--- src/rtl/wb_write_arbiter.sv ---
// Writeback-stage producer for the register-file write port: MEM/WB register plus a
// small FIFO of long-latency results that drain into idle port slots.
module wb_write_arbiter #(
    parameter int DEPTH = 2,
    parameter int AW    = 1
) (
    input  logic          clk,
    input  logic          rst_n,
    input  logic          RegWriteM,
    input  logic          MemtoRegM,
    input  logic [4:0]    WriteRegM,
    input  logic [31:0]   ALUOutM,
    input  logic [31:0]   ReadDataM,
    input  logic          LongValid,
    input  logic [4:0]    LongReg,
    input  logic [31:0]   LongData,
    output logic          LongReady,
    output logic          RegWriteW,
    output logic [4:0]    WriteRegW,
    output logic [31:0]   ResultW,
    output logic [31:0]   PendMask,
    output logic [AW:0]   QueueCount
);

    logic          wb_we_r;
    logic [4:0]    wb_reg_r;
    logic [31:0]   wb_data_r;
    logic          q_valid_r [DEPTH];
    logic [4:0]    q_reg_r   [DEPTH];
    logic [31:0]   q_data_r  [DEPTH];
    logic [AW-1:0] rd_ptr_r;
    logic [AW-1:0] wr_ptr_r;
    logic [AW:0]   count_r;

    logic          pipe_active_s;
    logic          head_valid_s;
    logic          pop_s;
    logic          push_s;
    logic          push_killed_s;
    logic [31:0]   pend_s;

    // Pipeline owns the port whenever it writes a real register; $0 writes are suppressed.
    always_comb begin
        pipe_active_s = wb_we_r && (wb_reg_r != 5'd0);
        head_valid_s  = (count_r != {(AW+1){1'b0}}) && q_valid_r[rd_ptr_r];
        LongReady     = (count_r != (AW+1)'(DEPTH));
        pop_s         = (count_r != {(AW+1){1'b0}}) && (!q_valid_r[rd_ptr_r] || !pipe_active_s);
        push_s        = LongValid && LongReady && (LongReg != 5'd0);
        push_killed_s = pipe_active_s && (LongReg == wb_reg_r);
        QueueCount    = count_r;
    end

    // Register-file port mux: pipeline first, then a valid queue head, else quiet.
    always_comb begin
        RegWriteW = 1'b0;
        WriteRegW = 5'd0;
        ResultW   = 32'd0;
        if (pipe_active_s) begin
            RegWriteW = 1'b1;
            WriteRegW = wb_reg_r;
            ResultW   = wb_data_r;
        end else if (head_valid_s) begin
            RegWriteW = 1'b1;
            WriteRegW = q_reg_r[rd_ptr_r];
            ResultW   = q_data_r[rd_ptr_r];
        end else begin
            RegWriteW = 1'b0;
        end
    end

    // Pending mask: one bit per register still owed a write by a live queue entry.
    always_comb begin
        pend_s = 32'd0;
        for (int i = 0; i < DEPTH; i++) begin
            if (q_valid_r[i]) begin
                pend_s[q_reg_r[i]] = 1'b1;
            end else begin
                pend_s = pend_s;
            end
        end
        pend_s[0] = 1'b0;
        PendMask  = pend_s;
    end

    // MEM/WB pipeline register, no stall or flush.
    always_ff @(posedge clk or negedge rst_n) begin
        if (!rst_n) begin
            wb_we_r   <= 1'b0;
            wb_reg_r  <= 5'd0;
            wb_data_r <= 32'd0;
        end else begin
            wb_we_r   <= RegWriteM;
            wb_reg_r  <= WriteRegM;
            wb_data_r <= MemtoRegM ? ReadDataM : ALUOutM;
        end
    end

    // Pending-write FIFO: WAW kill, pop, push, then occupancy bookkeeping.
    always_ff @(posedge clk or negedge rst_n) begin
        if (!rst_n) begin
            for (int i = 0; i < DEPTH; i++) begin
                q_valid_r[i] <= 1'b0;
                q_reg_r[i]   <= 5'd0;
                q_data_r[i]  <= 32'd0;
            end
            rd_ptr_r <= {AW{1'b0}};
            wr_ptr_r <= {AW{1'b0}};
            count_r  <= {(AW+1){1'b0}};
        end else begin
            for (int i = 0; i < DEPTH; i++) begin
                if (pipe_active_s && q_valid_r[i] && (q_reg_r[i] == wb_reg_r)) begin
                    q_valid_r[i] <= 1'b0;
                end
            end
            if (pop_s) begin
                q_valid_r[rd_ptr_r] <= 1'b0;
                rd_ptr_r            <= rd_ptr_r + AW'(1);
            end
            if (push_s) begin
                q_valid_r[wr_ptr_r] <= !push_killed_s;
                q_reg_r[wr_ptr_r]   <= LongReg;
                q_data_r[wr_ptr_r]  <= LongData;
                wr_ptr_r            <= wr_ptr_r + AW'(1);
            end
            case ({push_s, pop_s})
                2'b10:   count_r <= count_r + (AW+1)'(1);
                2'b01:   count_r <= count_r - (AW+1)'(1);
                default: count_r <= count_r;
            endcase
        end
    end

endmodule

--- config.mk ---
export PLATFORM = sky130hd
export DESIGN_NAME = wb_write_arbiter
export DESIGN_NICKNAME = d
export VERILOG_FILES = /design/src/rtl/wb_write_arbiter.sv
export SDC_FILE = /design/constraint.sdc
export NUM_CORES = 1
export LEC_CHECK = 0
export ABC_CLOCK_PERIOD_IN_PS = 3350
export BUFFER_PORTS_ARGS = -buffer_cell sky130_fd_sc_hd__buf_2
export CORE_MARGIN = 2
export CORE_UTILIZATION = 50
export CTS_CLUSTER_SIZE = 16
export DETAILED_ROUTE_END_ITERATION = 10
export PLACE_DENSITY_LB_ADDON = 0.12
export REMOVE_ABC_BUFFERS = 1
export SYNTH_ARGS = -nofsm -noshare
export SYNTH_HDL_FRONTEND = slang
export SYNTH_SLANG_ARGS = --single-unit
export TNS_END_PERCENT = 20
--- constraint.sdc ---
create_clock -name clk -period 3.35 [get_ports clk]
set_input_delay 0.335 -clock clk [delete_from_list [all_inputs] [get_ports clk]]
set_output_delay 0.335 -clock clk [all_outputs]
set_load 0.02 [all_outputs]
==> summary.txt <==
Synthesis
  – EDFF count, synth: 0
  – Cell with the most instances after synthesis: dfrtp_1
  – Mapped cell area: ~6100 um2
  – Cells after Synth: just under 500
  – Post-synthesis async set-or-reset flop share: 1.000
  – Predominant post-synthesis flop cell: dfrtp_1
  – Yosys top cell area share: 0.4834
  – Post-synth top cells: dfrtp_1 (118), mux2_2 (105), nand2_1 (45)
  – Mapped Avg Cell Area: 12.42 um2
  – Post-synthesis sequential area ratio: 0.4834
  – Cell taking the most area after synthesis: dfrtp_1
  – Post-synthesis register bit count: between 100 and 150
  – Yosys Warn Count: 0
  – Synth unique cells: 32
  – Cells taking the most area after synthesis: dfrtp_1 (48%), mux2_2 (19%), o31ai_2 (7.6%)

Global routing
  – Grt ovf: 0
  – First-pass GRT wire length: between 20000 and 25000 um
  – Vias in the first global route: 4737
  – Largest net degree at the start of global routing: 78
  – Total track usage: 0.2268
  – Initial antenna violation count: 1

Detailed routing
  – DR vias: 4608
  – TritonRoute pass-1 iters: 4
  – Number of routed nets with antenna violations: 0
  – DRT iter0 DRCs: approximately 260
  – DRC violations left: 0
  – Detailed Route WL: approximately 14000 um
  – WL/cell: roughly 18 um
  – Via density: roughly 5.7

Hold path
  – Hold Crit Start: RegWriteM
  – Tightest Hold Check Type: in2reg

Timing
  – F_max: between 300 and 400 MHz
  – Skew final: about 0.0070 ns
  – Final worst path period share: 0.8633
  – Final setup fails: 0
  – Final hold vios: 0
  – Slew headroom: 0.3114
  – Setup repair after global routing missed its margin: no
  – Slew Limit Fails: 0
  – Tightest Pin Transition: about 1.0 ns
  – Final min period: between 2 and 3 ns

Worst setup path
  – Critical Path AT: about 2.6 ns
  – Critical path, cell by cell: or4_1 -> o21a_4 -> o31ai_2 -> buf_2
  – Crit start category: register
  – Data required, critical path: ~3 ns
  – Crit Reg-Reg Startpoint: wb_reg_r[1]
  – CP endpoint kind: output pin
  – Reg2Reg Setup Slack: roughly 0.84 ns
  – Crit path max-delay cell type: or4_1
  – Crit path from: wb_reg_r[1]
  – Slowest stage delay, CP: 0.60 ns
  – Setup Crit Path Kind: reg2out
  – CP max FO: 74

Floorplanning
  – Die area: about 13000 um2
  – Ports: between 150 and 200
  – Core Rows: 40
  – Die height: about 110 um
  – Die X: 114.5 um
  – Initial core utilization: 0.5107
  – Area of the core: roughly 12000 um2

Finish
  – Antenna diodes: 0
  – Fin area: ~7700 um2
  – Nets: between 700 and 800
  – Final core occ: 0.6410
  – P&R area growth vs syn: 25.52%
  – Proportion of layout cells with a drive suffix above 1: 0.5541

Clock network
  – Resized cells post-CTS: 0
  – Root Buffer: clkbuf_16
  – Post-cts hold buffer count: 0
  – Max Root-Sink Buffers: 2
  – Number of setup buffers added after CTS: 0
  – Clock sink count: approximately 120
  – CTS tree: yes
  – Total CTS buffers: 17
  – Clock transition at the registers of the reported paths: ~0.05 ns
  – Worst skew pair latency: about 0.40 ns
  – Htree depth: 4

Flow run
  – Max Cap Viol: 0

Outcome
  – Status: completed

Pwr
  – Leakage: 3.544 nW
  – Maximum VDD drop: 0.5179 mV
  – PD cells: a little over 900 nW/um2

Place
  – GP Congestion: around 0.94
  – Post-place instance area: between 7000 and 8000 um2
  – DPL Wire Length: roughly 9900 um
  – Count of port buffers added during placement: 182
==> layer usage <==
metal,vias to the layer above,GRT usage,part of all wire
li1,2127,-,-
met1,2257,0.2830,0.42
met2,199,0.3815,0.50
met3,23,0.05664,0.066
met4,2,0.08455,0.017
met5,-,0,0.00090
==> cell families (layout without fill, tap and decap cells) <==
kind of cell,Yosys count,after routing,share of synthesized area
xor gates and xnor gates,18,18,0.02581
adders and majority gates,1,1,0.002048
buffers and inverters,48,222,0.04178
DFF,118,118,0.4834
muxes,142,142,0.2542
AOI/OAI and AO/OA,84,84,0.1270
and+or+nand+nor,80,80,0.06514
other,1,1,0.0006139
==> critical path, delay by kind of cell, from the launching register on <==
| kind | cells | cell delay, ns |
|---|---|---|
| AOI/OAI and AO/OA | 2 | 0.88 |
| buffers and inverters | 1 | 0.20 |
| DFF | 1 | 0.44 |
| and+or+nand+nor | 1 | 0.60 |
==> metrics by stage <==
step | hold WS [ns] | setup WS, ns | power [mW] | TNS [ns] | cells
floorplan | 0.03941 | -1.972 | 4.347 | -61.76 | 447
global placement | 0.4469 | 0.9383 | 5.125 | 0 | 782
detailed placement | 0.4450 | 0.8335 | 5.241 | 0 | 782
CTS | 0.02458 | 0.4507 | 7.053 | 0 | 813
global route | 0.02478 | 0.3384 | 7.403 | 0 | 813
finish | 0.04065 | 0.4579 | 6.999 | 0 | 813
==> placed cells by master, fill, tap and decap left out, drive strengths merged, types with 3 or more instances in the layout <==
| master | netlist | layout |
|---|---|---|
| buf | 23 | 188 |
| bufinv | 0 | 3 |
| clkbuf | 22 | 21 |
| clkinv | 0 | 5 |
| dfrtp | 118 | 118 |
| inv | 3 | 3 |
| mux2 | 105 | 105 |
| mux2i | 37 | 37 |
| nand2 | 45 | 45 |
| nand3 | 7 | 7 |
| nand3b | 10 | 10 |
| nor2 | 5 | 5 |
| nor4 | 3 | 3 |
| o21ai | 5 | 5 |
| o22ai | 33 | 33 |
| o31ai | 37 | 37 |
| or3b | 5 | 5 |
| xnor2 | 11 | 11 |
| xor2 | 7 | 7 |
==> layout make-up <==
class	instances	area [um2]
multi-input combinational	326	2942
sequential	118	2954
fill	953	4294
timing repair buffer	188	996.0
inverter	3	11.26
clock buffer	21	450.4
clock inverter	10	130.1
tap	147	183.9
==> sequential cells by signal (all words and copies together) (netlist names) <==
register and cells:
QueueCount 2, q_data_r 64, q_reg_r 10, q_valid_r 2, rd_ptr_r 1, wb_data_r 32, wb_reg_r 5, wb_we_r 1
wr_ptr_r 1
==> worst paths after layout <==
path,end,cells after the start
worst max-delay path,ResultW[27],4
worst min-delay path,wb_we_r,1
worst max register to register,QueueCount[1],7
worst min register to register,q_data_r[47],1
max in group asynchronous,q_data_r[39],2
min in group asynchronous,wb_data_r[25],1
==> report_power, final <==
part           leakage [nW]  switching (mW)  internal (mW)  total [mW]
sequential             1.39           0.444           1.96        2.41
clock                 0.282           0.596           1.18        1.77
combinational          1.88            1.54           1.28        2.82
total                  3.54            2.58           4.42        7.00
Power figures use the tool's default switching activity.
